[config.mk]
export PLATFORM = sky130hd
export DESIGN_NAME = module_bin2bcd_seq
export DESIGN_NICKNAME = d
export VERILOG_FILES = /design/src/rtl/module_bin2bcd_seq.sv
export SDC_FILE = /design/constraint.sdc
export NUM_CORES = 1
export LEC_CHECK = 0
export ABC_AREA = 1
export CORE_MARGIN = 5
export CORE_UTILIZATION = 60
export CTS_BUF_LIST = sky130_fd_sc_hd__clkbuf_16
export CTS_CLUSTER_SIZE = 24
export DETAILED_ROUTE_END_ITERATION = 10
export GPL_TIMING_DRIVEN = 0
export PLACE_DENSITY = 0.84
export SYNTH_ARGS = -nofsm -noshare
export SYNTH_HDL_FRONTEND = slang
export SYNTH_SLANG_ARGS = --single-unit
[constraint.sdc]
create_clock -name clk -period 3.7 [get_ports clk]
set_clock_uncertainty 0.2 [all_clocks]
set_input_delay 0.74 -clock clk [delete_from_list [all_inputs] [get_ports clk]]
set_output_delay 0.74 -clock clk [all_outputs]
set_load 0.01 [all_outputs]
[src/rtl/module_bin2bcd_seq.sv]
// Sequential signed binary to BCD converter (shift-and-add-3).
// Converts a signed product into sign plus BCD magnitude.
module module_bin2bcd_seq #(
  parameter int WIDTH  = 16,
  parameter int DIGITS = 5
) (
  input  logic                  clk,
  input  logic                  rst,
  input  logic                  start,
  input  logic [WIDTH-1:0]      product,
  output logic [4*DIGITS-1:0]   bcd,
  output logic                  sign,
  output logic                  busy,
  output logic                  valid
);

  localparam int BW = 4 * DIGITS;
  localparam int CW = $clog2(WIDTH + 1);

  typedef enum logic [2:0] {
    IDLE  = 3'd0,
    LOAD  = 3'd1,
    ADJ   = 3'd2,
    SHIFT = 3'd3,
    DONE  = 3'd4
  } state_t;

  state_t          state;
  state_t          state_nxt;
  logic [WIDTH-1:0] prod_q;
  logic [WIDTH-1:0] mag;
  logic [BW-1:0]    scratch;
  logic [BW-1:0]    scratch_adj;
  logic [BW-1:0]    scratch_shl;
  logic [CW-1:0]    cnt;
  logic             sign_q;
  logic             last;

  assign last = (cnt == CW'(WIDTH - 1));

  // State register; odd encodings fall back to IDLE via next-state.
  always_ff @(posedge clk) begin
    if (rst) state <= IDLE;
    else     state <= state_nxt;
  end

  // Next-state logic.
  always_comb begin
    state_nxt = IDLE;
    case (state)
      IDLE:    state_nxt = start ? LOAD : IDLE;
      LOAD:    state_nxt = ADJ;
      ADJ:     state_nxt = SHIFT;
      SHIFT:   state_nxt = last ? DONE : ADJ;
      DONE:    state_nxt = IDLE;
      default: state_nxt = IDLE;
    endcase
  end

  // Status outputs decoded from state.
  always_comb begin
    busy  = (state != IDLE);
    valid = (state == DONE);
  end

  // Add 3 to every digit >= 5 and form the shifted scratch.
  always_comb begin
    scratch_adj = scratch;
    for (int i = 0; i < DIGITS; i++) begin
      if (scratch[4*i +: 4] >= 4'd5)
        scratch_adj[4*i +: 4] = scratch[4*i +: 4] + 4'd3;
    end
    scratch_shl = {scratch[BW-2:0], mag[WIDTH-1]};
  end

  // Datapath; result registers load on the final shift so that
  // bcd/sign are presented together with valid in DONE.
  always_ff @(posedge clk) begin
    if (rst) begin
      prod_q  <= '0;
      mag     <= '0;
      scratch <= '0;
      cnt     <= '0;
      sign_q  <= 1'b0;
      bcd     <= '0;
      sign    <= 1'b0;
    end else begin
      case (state)
        IDLE: begin
          if (start) prod_q <= product;
        end
        LOAD: begin
          sign_q  <= prod_q[WIDTH-1];
          mag     <= prod_q[WIDTH-1] ? -prod_q : prod_q;
          scratch <= '0;
          cnt     <= '0;
        end
        ADJ: begin
          scratch <= scratch_adj;
        end
        SHIFT: begin
          scratch <= scratch_shl;
          mag     <= {mag[WIDTH-2:0], 1'b0};
          cnt     <= cnt + CW'(1);
          if (last) begin
            bcd  <= scratch_shl;
            sign <= sign_q;
          end
        end
        default: ;
      endcase
    end
  end

endmodule

==> run metrics, run 1 <==
Pre-Repair DR Iteration Count 6; largest net degree at the start of global routing 13; vias per cell 5.71; final count of negative-setup-slack endpoints 0; Rel. slew slack 61.1%; register area share after synthesis 41.3%; met1 Use GR 26.8%; H-tree levels 3; Routed WL 9680 µm; Critical-path top delay cell clkdlybuf4s50_1; core area 6390 µm²; share of flip-flops with an asynchronous set or reset 0%; GR Layer Usage met2 41.8%; Routed wire per std cell 14.4 µm; Synth area leaders dfxtp_1, nand2_1, a21oi_1; Clk pwr share 38.3%; post-synth top area cell dfxtp_1; Area Growth Syn to Fin 19.8%; Final Critical Period 2.63 ns; Max Freq 380 MHz; Port Buffers 41; Die Wd 91.4 µm; Post-Place Cell Area 4480 µm²; Synth Area per Inst 7.36 µm²; remaining antenna violation count 0; TritonCTS Buffers 9; clk sinks 82; endpoint class of the critical path output pin; Synth top area share 41.3%; cells after synthesis 540; max-slew violation count 0; total negative slack 0 ns; Setup crit start kind flip-flop; Net Switching 650 µW; Worst-path clk slew 0.06 ns; Logic pwr share 18.1%; number of synthesized flops with an enable pin 0; fin area 4760 µm²; Tcrit/Tclk final 71.2%; crit-path cells inv_2, nor3_1, clkdlybuf4s50_1; run status completed; cts hold-fix bufs 0; Ports 42; Mapped Nets 572; Crit path largest cell delay 0.60 ns; FP Rows 29; Peak VDD IR 0.000387 V; reg2reg path depth 5; layout cell share with drive strength beyond 1 9.05%; die height 91.4 µm; Synth Cell Area 3980 µm²; routed vias 3849; vias in the first global route 3591; Tot GR Track Use 23.4%; Arr. time, crit path 1.69 ns; gr busiest metal met2; critical-path maximum fanout 4; Pint 1.59 mW; Starting Density 62.2%; Skew-Pair Late Insertion Delay 0.34 ns; Primary FF master, synth dfxtp_1; Clock Tree Root clkbuf_16; critical path class reg2out; first-pass GRT wire length 16100 µm; most frequent cells after synthesis nand2_1, dfxtp_1, a21oi_1; power density over the cells 470 nW/µm²; Nets 624; Seq cells post-synth 82; HP Class reg2reg; setup repair bufs after CTS 0; maximum clock insertion buffer count 2; Post-DP HPWL 6920 µm; GPL Wtd Cong 0.866; Antenna diodes 0; post-CTS resize count 0; Worst EP required 2.76 ns; Lkg Pwr 1.88 nW; max-cap viol count 0; sequential share of power 43.5%; drt drc 0; slew at the pin closest to its max-slew limit 0.583 ns; post-synthesis cell type count 30; Starting DRT DRC Count 185; RSZ-0062 raised after global routing false; final hold vios 0; Hold Crit Depth 2; Switching Share 29.1%; grt ovf 0; CTS tree built; met3 GRT Util 3.80%; initial antenna violation count 0; top-count cell post-synth nand2_1; YS warnings 0; Die ar. 8350 µm²
-- state kept, by name, indices dropped and copies added (netlist names) --
signal and cells:
bcd 20, cnt 5, mag 16, prod_q 16, scratch 20, sign 1
sign_q 1, state 3
-- final timing paths --
path / slack [ns] / to / start
worst max-delay path: 1.07 / valid / state[2]
worst min-delay path: 0.24 / sign / sign_q
worst max register to register: 1.78 / scratch[2] / state[1]
worst min register to register: 0.24 / sign / sign_q
-- per-stage QoR --
stage | setup slack (ns) | instances | hold slack [ns] | total power [mW] | util (%)
floorplan | 2.03 | 540 | 0.220 | 1.27 | -
global placement | 1.18 | 658 | 0.233 | 1.37 | 70.2
detailed placement | 1.18 | 658 | 0.238 | 1.39 | 70.2
CTS | 1.11 | 674 | 0.248 | 2.22 | 74.5
global route | 1.03 | 674 | 0.276 | 2.33 | 74.5
finish | 1.07 | 674 | 0.241 | 2.24 | 74.5
-- power by group through the flow --
stage               sequential, mW  combinational, mW  clock (mW)
finish                       0.973              0.406       0.857
global route                 0.978              0.460       0.892
CTS                          0.972              0.399       0.853
detailed placement           0.991              0.395           0
global placement             0.988              0.379           0
floorplan                    0.983              0.291           0
-- cell families (layout without fill, tap and decap cells) --
logic type	after synthesis	in the layout	synth area share (%)
AND/OR/NAND/NOR	202	202	21.7
AO/OA/AOI/OAI	152	152	22.6
buffers and inverters	86	143	9.19
flip-flops	82	82	41.3
adder cells (fa/ha/maj)	13	13	4.09
XOR/XNOR	5	5	1.10
-- critical path, delay by kind of cell (launching register included) --
| family | cells | cell delay, ns |
|---|---|---|
| flops | 1 | 0.40 |
| buf+inv | 2 | 0.68 |
| simple gates | 1 | 0.27 |
-- cell type report --
cell class / count / area [µm²]
Tap cell: 77 / 96.3
Multi-Input combinational cell: 372 / 1970
Clock buffer: 9 / 225
Clock inverter: 7 / 53.8
Sequential cell: 82 / 1640
Inverter: 60 / 225
Buffer: 26 / 140
Fill cell: 508 / 1630
Timing Repair Buffer: 41 / 410
-- layout by cell type, fill, tap and decap left out, drive strengths merged --
cell           instances
nand4                  3
nand3                 47
o21ai                 62
clkinv                 4
dfxtp                 82
nand3b                 1
bufinv                 1
xor2                   5
a31oi                  2
inv                   62
buf                   14
o32ai                  1
nor3                   1
nor2                  36
nand2                114
a2bb2oi                1
a311oi                 1
o22ai                 15
o211ai                 4
ha                    13
a211oi                 1
clkbuf                21
a21oi                 60
clkdlybuf4s50         41
a221oi                 5
-- routing by layer --
metal / vias up / wire length (µm)
li1: 1915 / -
met1: 1766 / 3970
met2: 139 / 4830
met3: 29 / 606
met4: 0 / 275
met5: - / 0
Note: power is estimated with default switching activity, not from simulation.
==> inputs of run 2 (changes only) <==
Settings changed: CORE_UTILIZATION 60 to 56, PLACE_DENSITY 0.84 to 0.79.
Clock period 3.7 ns to 2.73 ns, I/O delays scaled along.
==> run 2 against run 1 <==
Cell count up 2.7%. Critical path depth unchanged. Design area grew 0.45%. Largest power group unchanged. Register-to-register slack worse by 1.0 ns. Power increased by 35%. Worst setup slack got worse by 0.76 ns. Hold slack better by 0.028 ns. Via count shrank 1.7%. Clock-buffer cell count stayed put. Sequential share of layout area down 0.15 points. Sequential cell count unchanged.
==> run metrics, run 2 (same netlist as run 1, synthesis figures left out) <==
RSZ-0062 raised after global routing false; die height 94.3 µm (+3.1%); pre-CTS setup slack 0.386 ns (-0.794 ns); maximum clock insertion buffer count 2 (unchanged); HP Class reg2reg; # fillers 587 (+16%); reg2reg setup slack 0.74 ns (-1.04 ns); Die ar. 8880 µm² (+6.3%); TritonCTS Buffers 9 (unchanged); Arr. time, crit path 1.68 ns (about the same); Final Critical Period 2.43 ns; FF-to-FF End scratch[10]; Routed WL 9810 µm (+1.3%); beginning of the critical path state[2]; Setup crit start kind flip-flop; drt drc 0 (unchanged); cts hold-fix bufs 0 (unchanged); vias per cell 5.47 (-4.3%); hold path startpoint scratch[15]; grt ovf 0 (unchanged); fin area 4780 µm² (+0.45%); core area 6870 µm² (+7.6%); most common cell after layout, fill and taps aside nand2_1; endpoint class of the critical path output pin; routed vias 3783 (-1.7%); max-cap viol count 0 (unchanged); critical-path maximum fanout 4 (unchanged); Clock Tree Root clkbuf_16; reg2reg start state[1]; critical path class reg2out; setup repair bufs after CTS 0 (unchanged); max-slew violation count 0 (unchanged); Final Power 3.01 mW (+35%); Worst EP required 1.98 ns (-0.78 ns); Worst-path clk slew 0.06 ns (about the same); Antenna diodes 0 (unchanged); Max Freq 412 MHz; initial antenna violation count 0 (unchanged); Port Buffers 41 (unchanged); power density over the cells 630 nW/µm² (+34%); GPL Wtd Cong 0.861 (-0.59%); CP endpoint valid; Post-Place Cell Area 4510 µm² (+0.53%); Tot GR Track Use 23.4% (about the same); Rel. slew slack 59.3% (-1.8 points); final worst slack 0.303 ns (-0.763 ns); clk sinks 82 (unchanged); Peak VDD IR 0.000392 V (+1.4%); vias in the first global route 3633 (+1.2%); largest registers bcd (20), scratch (20); Util after Layout 69.6% (-4.9 points); Starting Density 57.9% (-4.4 points); H-tree levels 3 (unchanged); Pre-Repair DR Iteration Count 5 (-1); Area Growth Syn to Fin 20.3%; FP Rows 30 (+3.4%); remaining antenna violation count 0 (unchanged); Die Wd 94.3 µm (+3.1%); Fin Hold WS 0.268 ns (+0.0278 ns); Skew-Pair Late Insertion Delay 0.33 ns (about the same); total negative slack 0 ns (unchanged); Starting DRT DRC Count 187 (+1.1%); final hold vios 0 (unchanged); post-CTS resize count 0 (unchanged); Ports 42 (unchanged); slew at the pin closest to its max-slew limit 0.610 ns (+0.0271 ns); Routed wire per std cell 14.2 µm (-1.3%); Tcrit/Tclk final 88.9%; final count of negative-setup-slack endpoints 0 (unchanged); most frequent cells in the layout nand2_1, dfxtp_1, a21oi_1; multi-input combinational cell area 1970 µm² (unchanged); Placed Cells 677 (+2.9%); Nets 624 (unchanged); first-pass GRT wire length 16300 µm (+1.7%); Lkg Pwr 1.87 nW (-0.16%); Post-DP HPWL 7030 µm (+1.5%); layout cell share with drive strength beyond 1 9.23% (+0.18 points); run status completed; Reg area 1640 µm² (unchanged); CTS tree built; Post-Layout Cell Count 692 (+2.7%); reg2reg path depth 5 (unchanged); largest net degree at the start of global routing 13 (unchanged)
-- run 2: cell count changes in the layout (fill, tap and decap cells not counted) --
cell	previous run	this run
clkinv_1	3	2
clkinv_2	1	2
inv_1	56	55
-- run 2: layout make-up --
class	instances	share of cell area (%)
plain buffers	26	2.93
clock buffers	9	4.71
clock inverters	6	1.07
inverters	60	4.71
multi-input cells	372	41.2
flip-flops and latches	82	34.3
well taps	96	2.51
repair buffers	41	8.58
-- run 2: worst min-delay path by stage --
stage / to / slack [ns] / cells after the start
floorplan: sign / 0.22 / 2
global placement: sign / 0.23 / 2
CTS: scratch[19] / 0.26 / 2
finish: scratch[15] / 0.27 / 2
global route: mag[14] / 0.28 / 2
detailed placement: scratch[19] / 0.26 / 2
-- run 2: layer usage --
metal  GRT usage, %  vias up  wire length (µm)
met2           42.0      126              4910
met3           4.73       19               652
met5              0        -                 0
met4           9.75        0               206
met1           26.8     1729              4050
li1               -     1909                 -
-- run 2: power breakdown --
| group | leakage [nW] | switching (mW) | internal, mW |
|---|---|---|---|
| combinational | 1.06 | 0.364 | 0.186 |
| clock | 0.145 | 0.454 | 0.690 |
| sequential | 0.668 | 0.0472 | 1.27 |
-- run 2: critical path: stages, from the launching register on --
cell,delay [ns]
dfxtp_1,0.42
inv_2,0.08
nor3_1,0.25
clkdlybuf4s50_1,0.60
